==> src/rtl/nes_sram_ctrl.sv <==
// Byte-wide request bridge to a multiplexed async SRAM: low/mid address bytes are
// latched externally via two ALE strobes, with an optional cache that skips redundant phases.
module nes_sram_ctrl #(
   parameter int unsigned ALE_CYCLES    = 2,
   parameter int unsigned ACCESS_CYCLES = 3,
   parameter int unsigned ADDR_CACHE    = 1
) (
   input  logic        clk,
   input  logic        rst,
   input  logic        req_valid,
   output logic        req_ready,
   input  logic        req_we,
   input  logic [19:0] req_addr,
   input  logic [7:0]  req_wdata,
   output logic        rdata_valid,
   output logic [7:0]  rdata,
   output logic [1:0]  sram_ale,
   output logic [3:0]  sram_adrh,
   output logic [7:0]  sram_do,
   input  logic [7:0]  sram_di,
   output logic        sram_bus_oen,
   output logic        sram_cen,
   output logic        sram_rdn,
   output logic        sram_wdn
);

   typedef enum logic [2:0] {
      IDLE, ALE_LO, HOLD_LO, ALE_HI, HOLD_HI, SETUP, ACCESS, RECOVER
   } state_t;

   localparam bit         CACHE_EN = (ADDR_CACHE != 0);
   localparam logic [3:0] ALE_LAST = 4'(ALE_CYCLES - 1);
   localparam logic [3:0] ACC_LAST = 4'(ACCESS_CYCLES - 1);

   state_t      state, state_n;
   logic [3:0]  cnt, cnt_n;
   logic [15:0] addr_q, addr_n;
   logic        we_q, we_n;
   logic [7:0]  wdata_q, wdata_n;
   logic [7:0]  lo_q, hi_q;
   logic        lo_vld, hi_vld;
   logic        accept, skip_lo_req, skip_hi_req, skip_hi_q;
   logic [1:0]  ale_n;
   logic [7:0]  do_n;
   logic        oen_n, cen_n, rdn_n, wdn_n, rvalid_n;

   always_comb begin
      accept      = req_valid && req_ready;
      skip_lo_req = CACHE_EN && lo_vld && (req_addr[7:0] == lo_q);
      skip_hi_req = CACHE_EN && hi_vld && (req_addr[15:8] == hi_q);
      skip_hi_q   = CACHE_EN && hi_vld && (addr_q[15:8] == hi_q);
      addr_n      = accept ? req_addr[15:0] : addr_q;
      we_n        = accept ? req_we : we_q;
      wdata_n     = accept ? req_wdata : wdata_q;
   end

   always_comb begin
      state_n = state;
      cnt_n   = (cnt == '0) ? '0 : cnt - 4'd1;
      case (state)
         IDLE:
            if (accept) begin
               if (!skip_lo_req) begin
                  state_n = ALE_LO;
                  cnt_n   = ALE_LAST;
               end else if (!skip_hi_req) begin
                  state_n = ALE_HI;
                  cnt_n   = ALE_LAST;
               end else begin
                  state_n = SETUP;
               end
            end
         ALE_LO:  if (cnt == '0) state_n = HOLD_LO;
         HOLD_LO:
            if (skip_hi_q) begin
               state_n = ACCESS;
               cnt_n   = ACC_LAST;
            end else begin
               state_n = ALE_HI;
               cnt_n   = ALE_LAST;
            end
         ALE_HI:  if (cnt == '0) state_n = HOLD_HI;
         HOLD_HI, SETUP: begin
            state_n = ACCESS;
            cnt_n   = ACC_LAST;
         end
         ACCESS:  if (cnt == '0) state_n = RECOVER;
         RECOVER: state_n = IDLE;
         default: state_n = IDLE;
      endcase
   end

   // Pad values are decoded from the state being entered so every pad is a flop.
   always_comb begin
      ale_n    = '0;
      do_n     = '0;
      oen_n    = 1'b1;
      cen_n    = 1'b1;
      rdn_n    = 1'b1;
      wdn_n    = 1'b1;
      rvalid_n = 1'b0;
      case (state_n)
         ALE_LO: begin
            ale_n = 2'b01;
            do_n  = addr_n[7:0];
            oen_n = 1'b0;
         end
         HOLD_LO: begin
            do_n  = addr_n[7:0];
            oen_n = 1'b0;
         end
         ALE_HI: begin
            ale_n = 2'b10;
            do_n  = addr_n[15:8];
            oen_n = 1'b0;
         end
         HOLD_HI: begin
            do_n  = addr_n[15:8];
            oen_n = 1'b0;
         end
         ACCESS: begin
            cen_n = 1'b0;
            if (we_n) begin
               wdn_n = 1'b0;
               oen_n = 1'b0;
               do_n  = wdata_n;
            end else begin
               rdn_n = 1'b0;
            end
         end
         RECOVER: begin
            if (we_n) begin
               oen_n = 1'b0;
               do_n  = wdata_n;
            end else begin
               rvalid_n = 1'b1;
            end
         end
         default: ;
      endcase
   end

   always_ff @(posedge clk) begin
      if (rst) begin
         state        <= IDLE;
         cnt          <= '0;
         addr_q       <= '0;
         we_q         <= 1'b0;
         wdata_q      <= '0;
         lo_q         <= '0;
         hi_q         <= '0;
         lo_vld       <= 1'b0;
         hi_vld       <= 1'b0;
         req_ready    <= 1'b0;
         rdata_valid  <= 1'b0;
         rdata        <= '0;
         sram_ale     <= '0;
         sram_adrh    <= '0;
         sram_do      <= '0;
         sram_bus_oen <= 1'b1;
         sram_cen     <= 1'b1;
         sram_rdn     <= 1'b1;
         sram_wdn     <= 1'b1;
      end else begin
         state        <= state_n;
         cnt          <= cnt_n;
         addr_q       <= addr_n;
         we_q         <= we_n;
         wdata_q      <= wdata_n;
         req_ready    <= (state_n == IDLE);
         rdata_valid  <= rvalid_n;
         sram_ale     <= ale_n;
         sram_do      <= do_n;
         sram_bus_oen <= oen_n;
         sram_cen     <= cen_n;
         sram_rdn     <= rdn_n;
         sram_wdn     <= wdn_n;
         if (accept) sram_adrh <= req_addr[19:16];
         if (state == HOLD_LO) begin
            lo_q   <= addr_q[7:0];
            lo_vld <= 1'b1;
         end
         if (state == HOLD_HI) begin
            hi_q   <= addr_q[15:8];
            hi_vld <= 1'b1;
         end
         if (state == ACCESS && cnt == '0 && !we_q) rdata <= sram_di;
      end
   end

endmodule

==> config.mk <==
export PLATFORM = sky130hd
export DESIGN_NAME = nes_sram_ctrl
export DESIGN_NICKNAME = d
export VERILOG_FILES = /design/src/rtl/nes_sram_ctrl.sv
export SDC_FILE = /design/constraint.sdc
export NUM_CORES = 1
export LEC_CHECK = 0
export CAP_MARGIN = 5
export CORE_MARGIN = 1.5
export CORE_UTILIZATION = 40
export DETAILED_ROUTE_END_ITERATION = 6
export MAX_ROUTING_LAYER = met4
export PLACE_DENSITY = 0.75
export SYNTH_ARGS = -nofsm -noshare
export SYNTH_HDL_FRONTEND = slang
export SYNTH_SLANG_ARGS = --single-unit
==> constraint.sdc <==
create_clock -name clk -period 3.65 [get_ports clk]
set_input_delay 1.095 -clock clk [delete_from_list [all_inputs] [get_ports clk]]
set_output_delay 1.095 -clock clk [all_outputs]
set_load 0.01 [all_outputs]
==> reports/qor.log <==
[floorplan] Starting Density 41.8%
[pwr] peak supply drop 0.263 mV
[pwr] power dissipated by switching net loads 1.26 mW
[global_route] largest net degree at the start of global routing 35
[layout] share of final-layout standard cells stronger than drive strength 1 8.44%
[yosys] flip-flop and latch count after synthesis 78
[sta] unrepaired setup endpoints after global routing no
[setup_path] ordered cell list for the critical path clkdlybuf4s50_1 > xor2_1 > nor4_2 > nand4_1 > o31a_1 > o21a_4 > or4_1 > a311oi_1
[layout] Synth-to-Final Area Change 28.5%
[yosys] main combinational cell family by area after synthesis simple AND/OR/NAND/NOR gates
[clock_network] number of buffers inserted during clock tree synthesis 9
[yosys] fraction of the mapped netlist area in simple logic gates 21.4%
[setup_path] arrival time of data at the critical path endpoint 3.55 ns
[detailed_routing] detailed router's first-iteration violation count 235
[setup_path] buffer and inverter count on the worst path 1
[yosys] mux cell area share after synthesis 9.48%
[yosys] sequential cell area fraction in the yosys report 44.8%
[sta] Max Clock Freq 303 MHz
[clock_network] number of levels the H-tree was split into 3
[placement] cell area after placement 4280 µm²
[layout] Post-Route Utilization 53.7%
[floorplan] I/O pin total 68
[placement] global placer's final weighted congestion 0.874
[setup_path] CP Capture Type flop
[yosys] Synth Instances 398
[sta] Hold Vio Cnt, Final 0
[clock_network] clock sinks 78
[yosys] combined area of all synthesized cells 3480 µm²
[layout] diode count 0
[global_route] sum of overflow across all layers after global routing 0
[detailed_routing] DR DRC count 0
[sta] Slew Limit Fails 0
[clock_network] clock tree root driver cell sky130_fd_sc_hd__clkbuf_8
[pwr] power share of the clock group 20.3%
[detailed_routing] DRT Wirelength 8.44 mm
[pwr] share of total power in sequential cells 33.6%
[yosys] share of synthesized registers carrying an async set or reset 0%
[sta] slew of the pin with the lowest slew margin 0.983 ns
[global_route] initial antenna violation count 0
[sta] minimum clock period 3.30 ns
[setup_path] required time of the critical path 3.90 ns
[detailed_routing] Avg WL per Cell 14.6 µm
[setup_path] type of the setup path with the least slack input pin to flop
[sta] Final TNS setup 0 ns
[yosys] net count of the mapped netlist 439
[setup_path] Crit path largest cell delay 0.51 ns
[sta] relative max-transition margin 34.2%
[layout] number of nets in the layout 510
[yosys] share of the synthesized netlist area taken by xor and xnor gates 6.79%
[detailed_routing] total via count after detailed routing 3,052
[pwr] power after layout 3.19 mW
[setup_path] worst-path fanout max 9
[yosys] mean post-synth cell area 8.75 µm²
[pwr] Int Power 1.93 mW
[outcome] run status finished, final reports clean
[setup_path] nature of the critical path startpoint input pin
[pwr] static leakage 1.62 nW
[floorplan] x dimension of the die 96.3 µm
[sta] Setup Skew 0.00788 ns
[yosys] count of flip-flops with a built-in enable after synthesis 0
[floorplan] placement row count 33
[global_route] wire length of the first global-routing pass 13.8 mm
[clock_network] clock latency reported for the late side of the worst-skew pair 0.35 ns
[yosys] arithmetic-cell share of the synthesized area counting full adders, half adders and majority gates 0.359%
[yosys] share of the synthesized area in compound gates (AO/OA/AOI/OAI) 12.7%
[yosys] dominant synthesized flop cell sky130_fd_sc_hd__dfxtp_1
[global_route] number of global-route vias before repair 3,001
[placement] placed wire-length estimate 6.11 mm
[placement] PortBufs 67
[pwr] part of the power in combinational logic 46.1%
[detailed_routing] antenna-violating nets left 0
[yosys] warning count from the yosys run 0
[floorplan] Die Area 9280 µm²
[min_path] hold crit path type flop to flop
[setup_path] critical path's top delay family simple AND/OR/NAND/NOR gates
[yosys] Unique masters post-synth 43
[floorplan] area inside the core boundary 8340 µm²
[sta] portion of the clock cycle consumed by the worst path in the final layout 90.4%
[clock_network] cts hold-fix bufs 0
[detailed_routing] Detailed Routing Iterations Pass 1 4
[run] Max Cap Violations 0
[layout] total non-filler cell area in the finished layout 4480 µm²
[layout] commonest cells after routing, fill and taps aside sky130_fd_sc_hd__dfxtp_1 (78), sky130_fd_sc_hd__clkdlybuf4s50_1 (66), sky130_fd_sc_hd__nand2_1 (60), sky130_fd_sc_hd__nor2_1 (45), sky130_fd_sc_hd__mux2i_1 (33)
[clock_network] setup bufs post-CTS 0
[clock_network] clock slew at reported path FFs 0.08 ns
[floorplan] die extent in y 96.3 µm
[clock_network] quantity of gates resized following cts 0
[setup_path] slowest CP cell sky130_fd_sc_hd__or4_1
[clock_network] clock tree from TritonCTS yes
[sta] total setup violations reported at the end of the flow 0
[pwr] Power Density 713 nW/µm²
[layout] most common library cell in the layout ignoring fill and taps sky130_fd_sc_hd__dfxtp_1
[pwr] sw frac 39.4%
[global_route] GRT Resource Usage Total 20.2%
[clock_network] clk buf depth 2
[detailed_routing] ratio of routed vias to standard cells 5.27
worst min-delay path, stage by stage, from the launching register on:
cell	delay (ns)
sky130_fd_sc_hd__dfxtp_1	0.31
sky130_fd_sc_hd__nand2_1	0.05
sky130_fd_sc_hd__a21oi_1	0.05
registers in the layout, indices dropped and copies added (netlist names):
signal and flops:
sram_do 8, we_q 1, wdata_q 8, sram_rdn 1
req_ready 1, sram_ale 2, sram_wdn 1, cnt 4
hi_vld 1, rdata_valid 1, hi_q 8, addr_q 16
rdata 8, sram_adrh 4, sram_bus_oen 1, sram_cen 1
lo_q 8, lo_vld 1, state 3
logic make-up after synthesis:
family	after synthesis
compound gates	66
xor+xnor	27
fa+ha+maj	1
buf+inv	30
flops	78
simple gates	163
mux	33
routing by layer:
layer	vias up	wire, µm	GRT usage [%]
li1	1537	-	-
met1	1397	3790	25.6
met2	104	4100	31.7
met3	14	429	3.55
met4	0	123	8.94
met5	-	0	-
synthesized netlist by cell type, types with 2 or more instances:
| cell type | count | share of area (%) |
|---|---|---|
| sky130_fd_sc_hd__nor2_1 | 45 | 4.8 |
| sky130_fd_sc_hd__or3_1 | 2 | 0.36 |
| sky130_fd_sc_hd__nand4_1 | 3 | 0.54 |
| sky130_fd_sc_hd__a311oi_1 | 8 | 2.0 |
| sky130_fd_sc_hd__buf_4 | 2 | 0.43 |
| sky130_fd_sc_hd__buf_1 | 3 | 0.32 |
| sky130_fd_sc_hd__xnor2_1 | 20 | 5.0 |
| sky130_fd_sc_hd__mux2i_1 | 33 | 9.5 |
| sky130_fd_sc_hd__xor2_1 | 7 | 1.8 |
| sky130_fd_sc_hd__clkbuf_1 | 14 | 1.5 |
| sky130_fd_sc_hd__buf_6 | 4 | 1.3 |
| sky130_fd_sc_hd__o21ai_0 | 4 | 0.57 |
| sky130_fd_sc_hd__a21oi_1 | 31 | 4.5 |
| sky130_fd_sc_hd__or4_1 | 9 | 1.9 |
| sky130_fd_sc_hd__nand2_1 | 60 | 6.5 |
| sky130_fd_sc_hd__nand2b_1 | 3 | 0.54 |
| sky130_fd_sc_hd__nor4_1 | 3 | 0.54 |
| sky130_fd_sc_hd__o41ai_1 | 2 | 0.50 |
| sky130_fd_sc_hd__nor3_1 | 19 | 2.7 |
| sky130_fd_sc_hd__a22oi_1 | 8 | 1.7 |
| sky130_fd_sc_hd__o21a_1 | 2 | 0.43 |
| sky130_fd_sc_hd__dfxtp_1 | 78 | 45 |
| sky130_fd_sc_hd__nand3_1 | 12 | 1.7 |
| sky130_fd_sc_hd__inv_1 | 6 | 0.65 |
| sky130_fd_sc_hd__o211ai_1 | 2 | 0.43 |
power by group through the flow:
stage                     logic (mW)  registers, mW  clock network, mW
final                           1.47           1.07              0.649
after global routing            1.63           1.08              0.699
after CTS                       1.46           1.07              0.663
after detailed placement        1.45           1.09                  0
after global placement          1.41           1.08                  0
after floorplan                 1.01           1.06                  0
area by class of cell:
class                           count  area (µm²)
Fill cell                         790        3860
Multi-Input combinational cell    290        1770
Sequential cell                    78        1560
Timing Repair Buffer               84         793
Clock buffer                       11         141
Tap cell                          105         131
Clock inverter                      5        58.8
Inverter                            6        22.5
per-stage QoR:
step / cells / setup WS (ns) / hold slack (ns)
after floorplan: 398 / 0.450 / 0.431
final: 579 / 0.350 / 0.452
after global routing: 579 / 0.185 / 0.479
after global placement: 563 / 0.125 / 0.435
after CTS: 579 / 0.361 / 0.454
after detailed placement: 563 / -0.00448 / 0.446
worst paths after layout:
check                   start    endpoint  slack (ns)  cells after the start
setup / recovery  req_addr[1]  sram_do[3]        0.35                      8
hold / removal      addr_q[6]     lo_q[6]        0.45                      2
setup reg to reg      hi_q[6]  sram_do[3]        0.89                      8
hold reg to reg     addr_q[6]     lo_q[6]        0.45                      2
Note: power is estimated with default switching activity, not from simulation.
